$ cat config.mk
export PLATFORM = sky130hd
export DESIGN_NAME = sdram_req_queue
export DESIGN_NICKNAME = d
export VERILOG_FILES = /design/src/rtl/sdram_req_queue_pkg.sv /design/src/rtl/sdram_req_queue_fifo.sv /design/src/rtl/sdram_req_queue.sv
export SDC_FILE = /design/constraint.sdc
export NUM_CORES = 1
export LEC_CHECK = 0
export BUFFER_PORTS_ARGS = -buffer_cell sky130_fd_sc_hd__buf_2
export CAP_MARGIN = 10
export CORE_MARGIN = 8
export CORE_UTILIZATION = 30
export DETAILED_ROUTE_END_ITERATION = 10
export GPL_TIMING_DRIVEN = 1
export PLACE_DENSITY_LB_ADDON = 0.12
export SYNTH_ARGS = -nofsm -noshare
export SYNTH_HDL_FRONTEND = slang
export SYNTH_SLANG_ARGS = --single-unit
$ cat constraint.sdc
create_clock -name clk -period 2.91 [get_ports clk]
set_clock_uncertainty 0.15 [all_clocks]
set_input_delay 0.4365 -clock clk [delete_from_list [all_inputs] [get_ports clk]]
set_output_delay 0.4365 -clock clk [all_outputs]
set_load 0.02 [all_outputs]
$ cat src/rtl/sdram_req_queue_pkg.sv
// Shared types for the SDRAM request queue: request payload and issue FSM states.
package sdram_req_pkg;

  localparam int unsigned PORT_ADDR_WIDTH   = 25;
  localparam int unsigned DATA_WIDTH        = 16;
  localparam int unsigned DQM_WIDTH         = 2;
  localparam int unsigned PORT_OUTPUT_WIDTH = 16;

  typedef struct packed {
    logic                       wr;
    logic                       burst;
    logic [PORT_ADDR_WIDTH-1:0] addr;
    logic [DATA_WIDTH-1:0]      data;
    logic [DQM_WIDTH-1:0]       byte_en;
  } req_t;

  typedef enum logic {
    IDLE = 1'b0,
    WAIT = 1'b1
  } state_t;

endpackage

$ cat src/rtl/sdram_req_queue_fifo.sv
// Synchronous FIFO of SDRAM requests; head entry is always visible on o_head.
module sdram_req_fifo
  import sdram_req_pkg::*;
#(
  parameter  int unsigned DEPTH = 4,
  localparam int unsigned PTR_W = $clog2(DEPTH),
  localparam int unsigned LVL_W = $clog2(DEPTH) + 1
) (
  input  logic             clk,
  input  logic             reset_n,
  input  logic             i_push,
  input  req_t             i_din,
  input  logic             i_pop,
  output req_t             o_head,
  output logic             o_full,
  output logic             o_empty,
  output logic [LVL_W-1:0] o_level
);

  req_t             r_mem [DEPTH];
  logic [PTR_W-1:0] r_wr_ptr;
  logic [PTR_W-1:0] r_rd_ptr;
  logic [LVL_W-1:0] r_level;
  logic             w_push;
  logic             w_pop;

  assign o_full  = (r_level == LVL_W'(DEPTH));
  assign o_empty = (r_level == '0);
  assign o_level = r_level;
  assign o_head  = r_mem[r_rd_ptr];
  assign w_push  = i_push && !o_full;
  assign w_pop   = i_pop && !o_empty;

  // Payload storage needs no reset; occupancy guards every read.
  always_ff @(posedge clk) begin
    if (w_push) begin
      r_mem[r_wr_ptr] <= i_din;
    end
  end

  // Power-of-two depth lets the pointers wrap by natural overflow.
  always_ff @(posedge clk or negedge reset_n) begin
    if (!reset_n) begin
      r_wr_ptr <= '0;
      r_rd_ptr <= '0;
      r_level  <= '0;
    end else begin
      if (w_push) begin
        r_wr_ptr <= r_wr_ptr + PTR_W'(1);
      end
      if (w_pop) begin
        r_rd_ptr <= r_rd_ptr + PTR_W'(1);
      end
      case ({w_push, w_pop})
        2'b10:   r_level <= r_level + LVL_W'(1);
        2'b01:   r_level <= r_level - LVL_W'(1);
        default: r_level <= r_level;
      endcase
    end
  end

endmodule

$ cat src/rtl/sdram_req_queue.sv
// Buffers client read/write requests and issues them in order to one SDRAM
// controller port, returning read data on a one-cycle response strobe.
module sdram_req_queue
  import sdram_req_pkg::*;
#(
  parameter  int unsigned DEPTH = 4,
  localparam int unsigned LVL_W = $clog2(DEPTH) + 1
) (
  input  logic                         clk,
  input  logic                         reset_n,
  input  logic                         req_valid,
  output logic                         req_ready,
  input  logic                         req_wr,
  input  logic                         req_burst,
  input  logic [PORT_ADDR_WIDTH-1:0]   req_addr,
  input  logic [DATA_WIDTH-1:0]        req_data,
  input  logic [DQM_WIDTH-1:0]         req_byte_en,
  output logic                         rsp_valid,
  output logic [PORT_OUTPUT_WIDTH-1:0] rsp_q,
  output logic [PORT_ADDR_WIDTH-1:0]   mem_addr,
  output logic [DATA_WIDTH-1:0]        mem_data,
  output logic [DQM_WIDTH-1:0]         mem_byte_en,
  output logic                         mem_wr,
  output logic                         mem_rd,
  output logic                         mem_burst,
  input  logic                         mem_available,
  input  logic                         mem_ready,
  input  logic [PORT_OUTPUT_WIDTH-1:0] mem_q,
  output logic                         busy,
  output logic [LVL_W-1:0]             level
);

  state_t                       r_state;
  logic                         r_rsp_valid;
  logic [PORT_OUTPUT_WIDTH-1:0] r_rsp_q;
  logic [PORT_ADDR_WIDTH-1:0]   r_mem_addr;
  logic [DATA_WIDTH-1:0]        r_mem_data;
  logic [DQM_WIDTH-1:0]         r_mem_byte_en;
  logic                         r_mem_wr;
  logic                         r_mem_rd;
  logic                         r_mem_burst;

  req_t             w_din;
  req_t             w_head;
  logic             w_full;
  logic             w_empty;
  logic             w_pop;
  logic [LVL_W-1:0] w_level;

  assign w_din = '{wr: req_wr, burst: req_burst, addr: req_addr,
                   data: req_data, byte_en: req_byte_en};

  // Head leaves the queue only once the controller has completed it.
  assign w_pop = (r_state == WAIT) && mem_ready;

  sdram_req_fifo #(
    .DEPTH (DEPTH)
  ) u_fifo (
    .clk     (clk),
    .reset_n (reset_n),
    .i_push  (req_valid),
    .i_din   (w_din),
    .i_pop   (w_pop),
    .o_head  (w_head),
    .o_full  (w_full),
    .o_empty (w_empty),
    .o_level (w_level)
  );

  assign req_ready   = !w_full;
  assign level       = w_level;
  assign busy        = !w_empty || (r_state == WAIT);
  assign rsp_valid   = r_rsp_valid;
  assign rsp_q       = r_rsp_q;
  assign mem_addr    = r_mem_addr;
  assign mem_data    = r_mem_data;
  assign mem_byte_en = r_mem_byte_en;
  assign mem_wr      = r_mem_wr;
  assign mem_rd      = r_mem_rd;
  assign mem_burst   = r_mem_burst;

  // Issue FSM: strobes are single-cycle, command fields hold through WAIT.
  always_ff @(posedge clk or negedge reset_n) begin
    if (!reset_n) begin
      r_state       <= IDLE;
      r_rsp_valid   <= 1'b0;
      r_rsp_q       <= '0;
      r_mem_addr    <= '0;
      r_mem_data    <= '0;
      r_mem_byte_en <= '0;
      r_mem_wr      <= 1'b0;
      r_mem_rd      <= 1'b0;
      r_mem_burst   <= 1'b0;
    end else begin
      r_mem_wr    <= 1'b0;
      r_mem_rd    <= 1'b0;
      r_rsp_valid <= 1'b0;
      case (r_state)
        IDLE: begin
          if (!w_empty && mem_available) begin
            r_mem_addr    <= w_head.addr;
            r_mem_data    <= w_head.data;
            r_mem_byte_en <= w_head.byte_en;
            r_mem_burst   <= w_head.burst;
            r_mem_wr      <= w_head.wr;
            r_mem_rd      <= !w_head.wr;
            r_state       <= WAIT;
          end
        end
        WAIT: begin
          if (mem_ready) begin
            r_state <= IDLE;
            if (!w_head.wr) begin
              r_rsp_q     <= mem_q;
              r_rsp_valid <= 1'b1;
            end
          end
        end
        default: r_state <= IDLE;
      endcase
    end
  end

endmodule

## Word level (Yosys, flattened, before mapping)

Memory sizes are Yosys's and may differ from the RTL's.
Index checks and enable logic that the tools add are counted.

| operators by class | value |
|---|---|
| add/sub/neg operators | 4 |
| reductions and logical operators | 12 |
| multiplexer cells | 13 |
| bitwise logic cells | 2 |
| equal/unequal tests | 3 |

Operator list:

| cell | count |
|---|---|
| $mux W1 | 11 |
| $pmux W3 S2 | 1 |
| $add A2 B1 Y2 const B | 2 |
| $logic_and A1 B1 Y1 | 4 |
| $add A3 B1 Y3 const B | 1 |
| $eq A3 B3 Y1 const B | 1 |
| $logic_not A1 Y1 | 3 |
| $logic_not A3 Y1 | 1 |
| $reduce_and A3 Y1 | 1 |
| $sub A3 B1 Y3 const B | 1 |
| $eq A2 B1 Y1 const B | 1 |
| $eq A2 B2 Y1 const B | 1 |
| $not A1 Y1 | 2 |
| $pmux W1 S2 | 1 |
| $reduce_and A2 Y1 | 1 |
| $reduce_bool A2 Y1 | 1 |
| $logic_or A1 B1 Y1 | 1 |

| storage, ports and cells | value |
|---|---|
| RAM bits | 180 |
| input port bits | 66 |
| logic and storage cells | 47 |
| output and inout port bits | 68 |
| memories kept | 1 |
| register bits | 71 |

Memory list:

| memory | words | width | read ports | clocked after Yosys merged registers in | wr ports | line | RTL |
|---|---|---|---|---|---|---|---|
| u_fifo.r_mem | 4 | 45 | 1 | 0 | 1 | sdram_req_queue_fifo.sv:20 | `req_t r_mem [DEPTH];` |

## Depth between registers and ports, before layout

Gate-level depths: netlist of the first run.

| depth | value |
|---|---|
| depth in word-level cells | 5 |
| depth in mapped cells | 9 |
| mapped depth without buffers | 9 |

## Cells and area by module

Synthesis of the first run repeated with hierarchy kept, for this count alone.

| unflattened totals | value |
|---|---|
| cell total of the unflattened synthesis | 412 |
| area, all modules | 9337.7 um^2 |

Modules (own cells, without submodules):

| module | cells an instance | area each (um^2) | instances | sequential area each (um^2) |
|---|---|---|---|---|
| sdram_req_fifo | 272 | 6939.2 | 1 | 5580.4 |
| sdram_req_queue | 140 | 2398.6 | 1 | 1601.5 |

## Least setup slack after synthesis of the first run

OpenSTA, ideal clock, no wires.

| timing path | value |
|---|---|
| path type | flip-flop to flip-flop |
| start point | register u_fifo.r_level[2], in the netlist u_fifo.o_level[2] |
| end point | memory u_fifo.r_mem[0][0] (netlist name) (enable) |
| slack | 0.347 ns |
| cell stages (with the launch flop) | 3 |
| setup time | 0.407 ns |
| arrival time | 2.006 ns |
| cell sequence | dfrtp_1 or3b_1 and3_1 |

| between the ends | value |
|---|---|
| longest elaborated chain between the ends | 5 |

RTL lines:

| element | line | RTL |
|---|---|---|
| from (decl) | sdram_req_queue_fifo.sv:23 | `logic [LVL_W-1:0] r_level;` |
| from (signal assigned) | sdram_req_queue_fifo.sv:55 | `2'b10: r_level <= r_level + LVL_W'(1);` |
| from (signal assigned) | sdram_req_queue_fifo.sv:56 | `2'b01: r_level <= r_level - LVL_W'(1);` |
| from (signal assigned) | sdram_req_queue_fifo.sv:57 | `default: r_level <= r_level;` |
| $eq A3 B3 Y1 | sdram_req_queue_fifo.sv:27 | `assign o_full = (r_level == LVL_W'(DEPTH));` |
| $logic_not A1 Y1 | - |  |
| via req_ready | sdram_req_queue.sv:12 | `output logic req_ready,` |
| $logic_and A1 B1 Y1 | sdram_req_queue_fifo.sv:31 | `assign w_push = i_push && !o_full;` |
| $mux W1 | sdram_req_queue_fifo.sv:36 | `if (w_push) begin` |
| $mux W1 (implied by the code) | sdram_req_queue_fifo.sv:37 | `r_mem[r_wr_ptr] <= i_din;` |
| to (decl) | sdram_req_queue_fifo.sv:20 |  |

The timed path passes the listed nets, and every way through them passes these cells.

## Worst setup path after layout of the first run

| timing path | value |
|---|---|
| start point | register u_fifo.r_level[0], in the netlist u_fifo.o_level[0] |
| end point | register u_fifo.r_level[2], in the netlist u_fifo.o_level[2] |

| between the ends | value |
|---|---|
| longest elaborated chain between the ends | 5 |
| elaborated cells between the ends (all ways) | 12 |

RTL lines:

| element | line | RTL |
|---|---|---|
| $eq A3 B3 Y1 / $logic_not A3 Y1 (equally long branches) | sdram_req_queue_fifo.sv:27, sdram_req_queue_fifo.sv:28 |  |
| $logic_not A1 Y1, on equally long branches | sdram_req_queue_fifo.sv:31, sdram_req_queue_fifo.sv:32 |  |
| $logic_and A1 B1 Y1, on equally long branches | sdram_req_queue_fifo.sv:31, sdram_req_queue_fifo.sv:32 |  |
| $eq A2 B1 Y1 / $eq A2 B2 Y1 (equally long branches) | sdram_req_queue_fifo.sv:54 | `case ({w_push, w_pop})` |
| $pmux W3 S2 / $reduce_bool A2 Y1 (equally long branches) | - |  |

Several ways; a longest one is shown, not always the timed one.
A chain may end at the register's enable or synchronous reset.

==> summary.md, run 1 <==
| Metric | Value |
|---|---|
| Placement Rows | `65` |
| Share of cell area taken by muxes after synthesis | `19.72%` |
| Transition time of the tightest slew-check pin | `0.7777 ns` |
| NumNets Final | `705` |
| Synthesized area per cell | `22.92 sq um` |
| Final weighted congestion of routability-driven global placement | `0.7124` |
| Starting density of the core | `30.24%` |
| Share of Yosys cell area claimed by the top area cell type | `57.09%` |
| Warnings from Yosys | `0` |
| Count of nets left with antenna violations after detail routing | `0` |
| Distinct cell type count of the synthesized netlist | `30` |
| Netlist Area Pre-Place | `9468 sq um` |
| Violation count after the first detailed-route iteration | `146` |
| Utilization after layout | `38.91%` |
| Flop and latch count out of synthesis | `251` |
| Type of the worst setup path | `reg2reg` |
| Final setup violating endpoints | `0` |
| Part of the total power dissipated in sequential elements | `42.6%` |
| Arithmetic-cell share of the synthesized area counting full adders, half adders and majority gates | `0.8722%` |
| Achievable clock frequency | `410.3 MHz` |
| CTS H-tree lvls | `1` |
| Power per standard cell area | `1051 nW/um^2` |
| Share of the synthesized netlist area taken by xor and xnor gates | `0.5550%` |
| Vias | `4596` |
| Leakage power figure | `4.626 nW` |
| Core area | `31310 sq um` |
| Detailed placement HPWL | `11900 um` |
| Post-route setup TNS | `0 ns` |
| Slack of the critical path | `0.4727 ns` |
| Pin count of the biggest net entering global routing | `47` |
| Total Power | `12.80 mW` |
| CTS tree | `built` |
| Antenna violations before repair | `0` |
| Max-slew violations | `0` |
| Final clock period utilization by the worst path | `83.76%` |
| Share of total power in the clock network | `26.0%` |
| Cells after synthesis | `413` |
| Reported net switching power | `3.917 mW` |
| Fin crit period | `2.437 ns` |
| Clock buffers created by TritonCTS | `29` |
| Clock Tree Buf Depth | `3` |
| Buffers inserted by post-CTS timing repair | `0` |
| Total grt overflow | `0` |
| Gate power share | `31.4%` |
| Slowest cell on the critical path | `sky130_fd_sc_hd__or3b_1` |
| Main combinational cell family by area after synthesis | `multiplexers` |
| DR DRC count | `0` |
| Fraction of power spent switching nets | `30.59%` |
| Data arrival time of the critical path | `2.74 ns` |
| Hold Path Class | `in2reg` |
| DR WL/cell | `19.86 um` |
| Ratio of cells with drive above 1 in the final layout | `45.09%` |
| Count of max-cap constraint violations | `0` |
| Number of global-route vias before repair | `5386` |
| Most instantiated library cell after synthesis | `sky130_fd_sc_hd__edfxtp_1` |
| Required time worst endpoint | `3.21 ns` |
| Routed via count divided by cell count | `4.361` |
| Post-cts resize count | `0` |
| Fraction of the mapped netlist area in simple logic gates | `0.9911%` |
| Die Span X | `193.7 um` |
| First-pass GRT wire length | `32340 um` |
| Internal power summed over all cells | `8.887 mW` |
| Diodes inserted | `0` |
| Number of enable flip-flop cells after synthesis | `180` |
| Unrepaired setup endpoints after global routing | `no` |
| Clock Tree Root | `sky130_fd_sc_hd__clkbuf_16` |
| Worst ir drop on vdd | `0.4819 mV` |
| Sinks on Clock Net | `251` |
| Highest net fanout along the worst path | `6` |
| Hold Fails Final Rpt | `0` |
| Final Routed Wirelength | `20930 um` |
| CP cell instances | `or3b_1 -> and2_1 -> inv_1 -> ha_1 -> inv_1 -> fa_1 -> xor2_1 -> nor2_1 -> xor2_1` |
| Die area | `37500 sq um` |
| Yosys top cell by area | `sky130_fd_sc_hd__edfxtp_1` |
| Crit path capture type | `register` |
| Largest cells by area after synthesis | `sky130_fd_sc_hd__edfxtp_1 (57%), sky130_fd_sc_hd__dfrtp_1 (19%), sky130_fd_sc_hd__mux4_2 (9.0%), sky130_fd_sc_hd__mux2_4 (5.2%), sky130_fd_sc_hd__mux2_2 (3.6%)` |
| Number of iterations in the first detailed-routing pass | `4` |
| Compound-Gate Fraction of Synth Area | `0.3965%` |
| Synthesis-to-layout area growth | `28.68%` |
| Post-Syn Nets | `485` |
| Seq/Total Area, Yosys | `75.86%` |
| Startpoint type of the worst setup path | `register` |
| Area of all placed cells without fillers | `12180 sq um` |
| Clock transition at the register clock pins on the worst setup and hold paths after CTS | `0.06 ns` |
| Result of the run | `finished clean` |
| Fraction of synthesis flops using an asynchronous set or reset pin | `28.29%` |
| Most instantiated flip-flop cell in the synthesis netlist | `sky130_fd_sc_hd__edfxtp_1` |
| Worst slack at placement | `0.4824 ns` |
| Total routing resource utilization after global routing | `11.11%` |
| Overall die height | `193.7 um` |
| Worst-case headroom to the max-slew limit | `48.15%` |
| Synth cell count leaders | `sky130_fd_sc_hd__edfxtp_1 (180), sky130_fd_sc_hd__dfrtp_1 (71), sky130_fd_sc_hd__mux4_2 (38)` |
| Count of boundary I/O pins | `134` |
| Later-pin clock latency in the skew report | `0.52 ns` |
| Critical Path Max Stage Delay | `0.45 ns` |
| Placement-stage cell area | `10670 sq um` |
| Layout filler cell count | `2824` |
| Total of buffers placed on input and output ports | `133` |
==> power groups by stage <==
stage	Combinational, mW	Clock [mW]	Sequential (mW)
after floorplan	2.34	0	5.90
after global placement	4.06	0	5.50
after detailed placement	4.10	0	5.55
after CTS	4.18	3.47	5.49
after global routing	4.34	3.59	5.58
final	4.02	3.33	5.45
==> final cells by class <==
cell class | count | area, sq um | share of cell area, %
Timing Repair Buffer | 205 | 1441 | 11.83
Multi-Input combinational cell | 139 | 2143 | 17.59
Clock buffer | 37 | 795.8 | 6.532
Clock inverter | 13 | 86.33 | 0.7086
Inverter | 7 | 26.28 | 0.2157
Sequential cell | 251 | 7187 | 58.99
Tap cell | 402 | 503.0 | 4.129
==> worst max-delay path: cells and delay by family (launching register included) <==
kind | cells | cell delay, ns
buffers and inverters | 2 | 0.12
DFF | 1 | 0.44
adders and majority gates | 2 | 0.54
and+or+nand+nor | 3 | 0.82
xor gates and xnor gates | 2 | 0.30
==> kinds of logic (layout without fill, tap and decap cells) <==
logic type               count (synthesis)  count (layout)
buffers and inverters                   23             262
XOR/XNOR                                 6               6
AO/OA/AOI/OAI                            3               3
multiplexers                           109             109
flip-flops                             251             251
adder cells (fa/ha/maj)                  6               6
AND/OR/NAND/NOR                         15              15
==> layout by cell type (no fill, tap or decap), types with 6 or more instances in the layout <==
| cell type | Yosys | routed |
|---|---|---|
| sky130_fd_sc_hd__mux2_2 | 30 | 30 |
| sky130_fd_sc_hd__dfrtp_1 | 71 | 69 |
| sky130_fd_sc_hd__buf_2 | 2 | 132 |
| sky130_fd_sc_hd__buf_12 | 0 | 6 |
| sky130_fd_sc_hd__mux4_1 | 6 | 6 |
| sky130_fd_sc_hd__mux4_2 | 38 | 38 |
| sky130_fd_sc_hd__dlygate4sd3_1 | 0 | 63 |
| sky130_fd_sc_hd__edfxtp_1 | 180 | 180 |
| sky130_fd_sc_hd__inv_1 | 7 | 7 |
| sky130_fd_sc_hd__mux2_4 | 33 | 33 |
| sky130_fd_sc_hd__clkbuf_16 | 0 | 29 |
| sky130_fd_sc_hd__clkinv_2 | 0 | 9 |
==> worst paths after layout <==
check                                   from  cells past startpoint  slack, ns           endpoint
max                        u_fifo.o_level[0]                      9       0.47  u_fifo.o_level[2]
min                                mem_ready                      3       0.07            r_state
max reg2reg                u_fifo.o_level[0]                      9       0.47  u_fifo.o_level[2]
min reg2reg                     mem_data[13]                      1       0.35       mem_data[13]
max in group asynchronous            reset_n                      3       1.63        mem_addr[8]
min in group asynchronous            reset_n                      2       0.34           rsp_q[9]
==> routing by layer <==
metal | track usage, % | vias to the layer above | share of wire, %
met3 | 2.499 | 32 | 4.0
met2 | 20.27 | 89 | 53
met1 | 12.85 | 2383 | 40
li1 | - | 2092 | -
met4 | 3.307 | 0 | 2.7
met5 | 0 | - | 0
==> through the flow <==
| stage | hold WS (ns) | std cells |
|---|---|---|
| after global routing | 0.05262 | 1054 |
| after floorplan | -0.009091 | 413 |
| final | 0.06726 | 1054 |
| after global placement | 0.3349 | 941 |
| after CTS | 0.02815 | 1054 |
| after detailed placement | 0.3391 | 941 |
==> timing repair <==
action | 4_1_cts | 5_1_grt
endpoints found under the setup margin | 0 | 0
endpoints found under the hold margin | 238 | 0
hold buffers | 63 | 0
==> registers in the layout, summed over array words and instances (netlist names), 2 cells and up <==
name / cells
mem_byte_en: 2
u_fifo.o_level: 3
u_fifo.r_wr_ptr: 2
mem_addr: 25
u_fifo.r_rd_ptr: 2
u_fifo.r_mem: 180
rsp_q: 16
mem_data: 16
No activity file was read; power rests on OpenSTA's default activity.
==> run 2, diff against run 1 <==
Clock period 2.91 ns to 2 ns, I/O delays scaled along.
==> run 2 against run 1 <==
  * The run now ends with negative setup slack left
  * Sequential power increased by 42%
  * Hold slack improved by 0.034 ns
  * Count of clock-buffer cells in the layout increased by 2
  * Flip-flop and latch count unchanged
  * Critical path type unchanged
  * Highest routed layer is now met5
==> summary.md, run 2 (synthesis gave the netlist of run 1 again) <==
| Metric | Value |
|---|---|
| Starting density of the core | `30.24% (unchanged)` |
| First-pass GRT wire length | `32960 um (+1.9%)` |
| CP cell instances | `or3b_4 -> and2_4 -> inv_2 -> ha_4 -> inv_2 -> fa_2 -> xor2_1 -> nor2_1 -> xor2_1` |
| Number of global-route vias before repair | `5562 (+3.3%)` |
| Post-route setup TNS | `-0.2407 ns (-0.2407 ns)` |
| Part of the total power dissipated in sequential elements | `40.3% (-2.3 points)` |
| Gate power share | `33.9% (+2.5 points)` |
| Antenna violations before repair | `1 (+1)` |
| Max-slew violations | `0 (unchanged)` |
| Utilization after layout | `39.96% (+1.1 points)` |
| Total grt overflow | `0 (unchanged)` |
| Count of max-cap constraint violations | `0 (unchanged)` |
| Slack of the critical path | `-0.1300 ns (-0.6027 ns)` |
| Final setup violating endpoints | `6 (+6)` |
| Power per standard cell area | `1536 nW/um^2 (+46%)` |
| Slowest cell on the critical path | `sky130_fd_sc_hd__dfrtp_2` |
| Total Power | `19.22 mW (+50%)` |
| Internal power summed over all cells | `13.37 mW (+50%)` |
| DR DRC count | `0 (unchanged)` |
| Crit path capture type | `register` |
| DR WL/cell | `19.82 um (-0.19%)` |
| Non-filler instance count after layout | `1079 (+2.4%)` |
| Later-pin clock latency in the skew report | `0.53 ns (about the same)` |
| Synthesis-to-layout area growth | `32.17%` |
| Diodes inserted | `0 (unchanged)` |
| Clock Tree Buf Depth | `3 (unchanged)` |
| Fraction of power spent switching nets | `30.41% (-0.18 points)` |
| Required time worst endpoint | `2.29 ns (-0.92 ns)` |
| Crit path launch | `u_fifo.o_level[0]` |
| Count of boundary I/O pins | `134 (unchanged)` |
| Hold Path Class | `in2async` |
| Worst ir drop on vdd | `0.6996 mV (+45%)` |
| Clock transition at the register clock pins on the worst setup and hold paths after CTS | `0.06 ns (about the same)` |
| Hold Fails Final Rpt | `0 (unchanged)` |
| Fin crit period | `2.130 ns (-0.3073 ns)` |
| Total routing resource utilization after global routing | `11.37% (+0.26 points)` |
| Die Span X | `193.7 um (unchanged)` |
| Top layer reached by signal wires | `met5` |
| Placed Instances | `960 (+2.0%)` |
| Clock Tree Root | `sky130_fd_sc_hd__clkbuf_16` |
| Startpoint type of the worst setup path | `register` |
| Ratio of cells with drive above 1 in the final layout | `48.01% (+2.9 points)` |
| Routed via count divided by cell count | `4.405 (+1.0%)` |
| Number of iterations in the first detailed-routing pass | `4 (unchanged)` |
| Final weighted congestion of routability-driven global placement | `0.6725 (-5.6%)` |
| Core area | `31310 sq um (unchanged)` |
| Data arrival time of the critical path | `2.42 ns (-0.32 ns)` |
| Share of total power in the clock network | `25.7% (-0.3 points)` |
| Failing checks | `negative setup slack` |
| Placement Rows | `65 (unchanged)` |
| Register name with the most flops | `u_fifo.r_mem` |
| Reported net switching power | `5.845 mW (+49%)` |
| Violation count after the first detailed-route iteration | `165 (+13%)` |
| CTS H-tree lvls | `1 (unchanged)` |
| Type of the worst setup path | `reg2reg` |
| Achievable clock frequency | `469.5 MHz (+14%)` |
| Area of all placed cells without fillers | `12510 sq um (+2.7%)` |
| M1 WL | `9159 um (+8.0%)` |
| Clock buffers created by TritonCTS | `28 (-3.4%)` |
| Final clock period utilization by the worst path | `106.5% (+23 points)` |
| Leakage power figure | `4.780 nW (+3.3%)` |
| Die area | `37500 sq um (unchanged)` |
| Largest register FFs | `180 (unchanged)` |
| WL met3 | `768 um (-8.7%)` |
| Commonest non-fill, non-tap cell in the layout | `sky130_fd_sc_hd__edfxtp_1` |
| Commonest non-fill, non-tap cells in the layout | `sky130_fd_sc_hd__edfxtp_1 (180), sky130_fd_sc_hd__buf_2 (130), sky130_fd_sc_hd__dfrtp_1 (66), sky130_fd_sc_hd__dlygate4sd3_1 (64), sky130_fd_sc_hd__mux4_2 (38)` |
| Result of the run | `complete, but fails checks` |
| Transition time of the tightest slew-check pin | `0.4909 ns (-0.2868 ns)` |
| Count of nets left with antenna violations after detail routing | `0 (unchanged)` |
| CTS tree | `built` |
| Detailed placement HPWL | `13220 um (+11%)` |
| Worst-case headroom to the max-slew limit | `67.24% (+19 points)` |
| Sinks on Clock Net | `251 (unchanged)` |
| Total of buffers placed on input and output ports | `133 (unchanged)` |
| Met2 Wirelength | `10880 um (-1.5%)` |
| Reg2Reg Launch Point | `u_fifo.o_level[0]` |
| NumNets Final | `727 (+3.1%)` |
| Critical Path Max Stage Delay | `0.40 ns (-0.05 ns)` |
| Unrepaired setup endpoints after global routing | `yes` |
| Placement-stage cell area | `10920 sq um (+2.4%)` |
| Pin count of the biggest net entering global routing | `31 (-34%)` |
| Vias | `4753 (+3.4%)` |
| Final Routed Wirelength | `21390 um (+2.2%)` |
| Overall die height | `193.7 um (unchanged)` |
| Highest net fanout along the worst path | `2 (-4)` |
[run 2: area by class of cell]
cell class	count	area (sq um)
Fill cell	2834	18800
Sequential cell	251	7191
Multi-Input combinational cell	139	2181
Timing Repair Buffer	228	1717
Clock buffer	39	783.3
Tap cell	402	503.0
Clock inverter	13	112.6
Inverter	7	26.28
[run 2: path summary, 6_finish.rpt]
path                                endpoint  slack, ns  cells past startpoint
max reg2reg                u_fifo.o_level[2]      -0.13                      9
min                                mem_burst       0.10                      2
min in group clk           u_fifo.o_level[0]       0.23                      5
min reg2reg                         rsp_q[9]       0.35                      1
max                        u_fifo.o_level[2]      -0.13                      9
max in group asynchronous       mem_data[12]       0.98                      3
[run 2: per-stage QoR]
stage,hold WS (ns),worst slack [ns]
floorplan,-0.1456,-0.2756
global placement,0.1110,-0.1104
detailed placement,0.1226,-0.1715
CTS,0.09244,-0.1325
global route,0.1176,-0.1805
finish,0.1012,-0.1300
[run 2: worst max-delay path: cells and delay by family (launching register included)]
kind / cells / cell delay [ns]
adder cells (fa/ha/maj): 2 / 0.46
XOR/XNOR: 2 / 0.30
buffers and inverters: 2 / 0.10
flip-flops: 1 / 0.40
AND/OR/NAND/NOR: 3 / 0.65
[run 2: metal layers]
layer,vias to the layer above,global-route usage [%]
li1,2145,-
met1,2477,13.54
met2,94,20.33
met3,35,2.326
met4,2,3.620
met5,-,0
[run 2: power by group through the flow]
stage                     clock network (mW)  logic [mW]  registers, mW
after global routing                    5.31        7.04           7.92
final                                   4.94        6.52           7.75
after global placement                     0        6.46           7.81
after CTS                               5.12        6.72           7.79
after detailed placement                   0        6.56           7.88
after floorplan                            0        3.44           8.58
[run 2: what timing repair did]
| action | 4_1_cts | 5_1_grt |
|---|---|---|
| gates resized for setup | 4 | 3 |
| endpoints found under the setup margin | 48 | 4 |
| setup buffers | 2 | 1 |
| pin swaps | 3 | 1 |
| hold endpoints to repair | 269 | 0 |
| hold buffers | 64 | 0 |
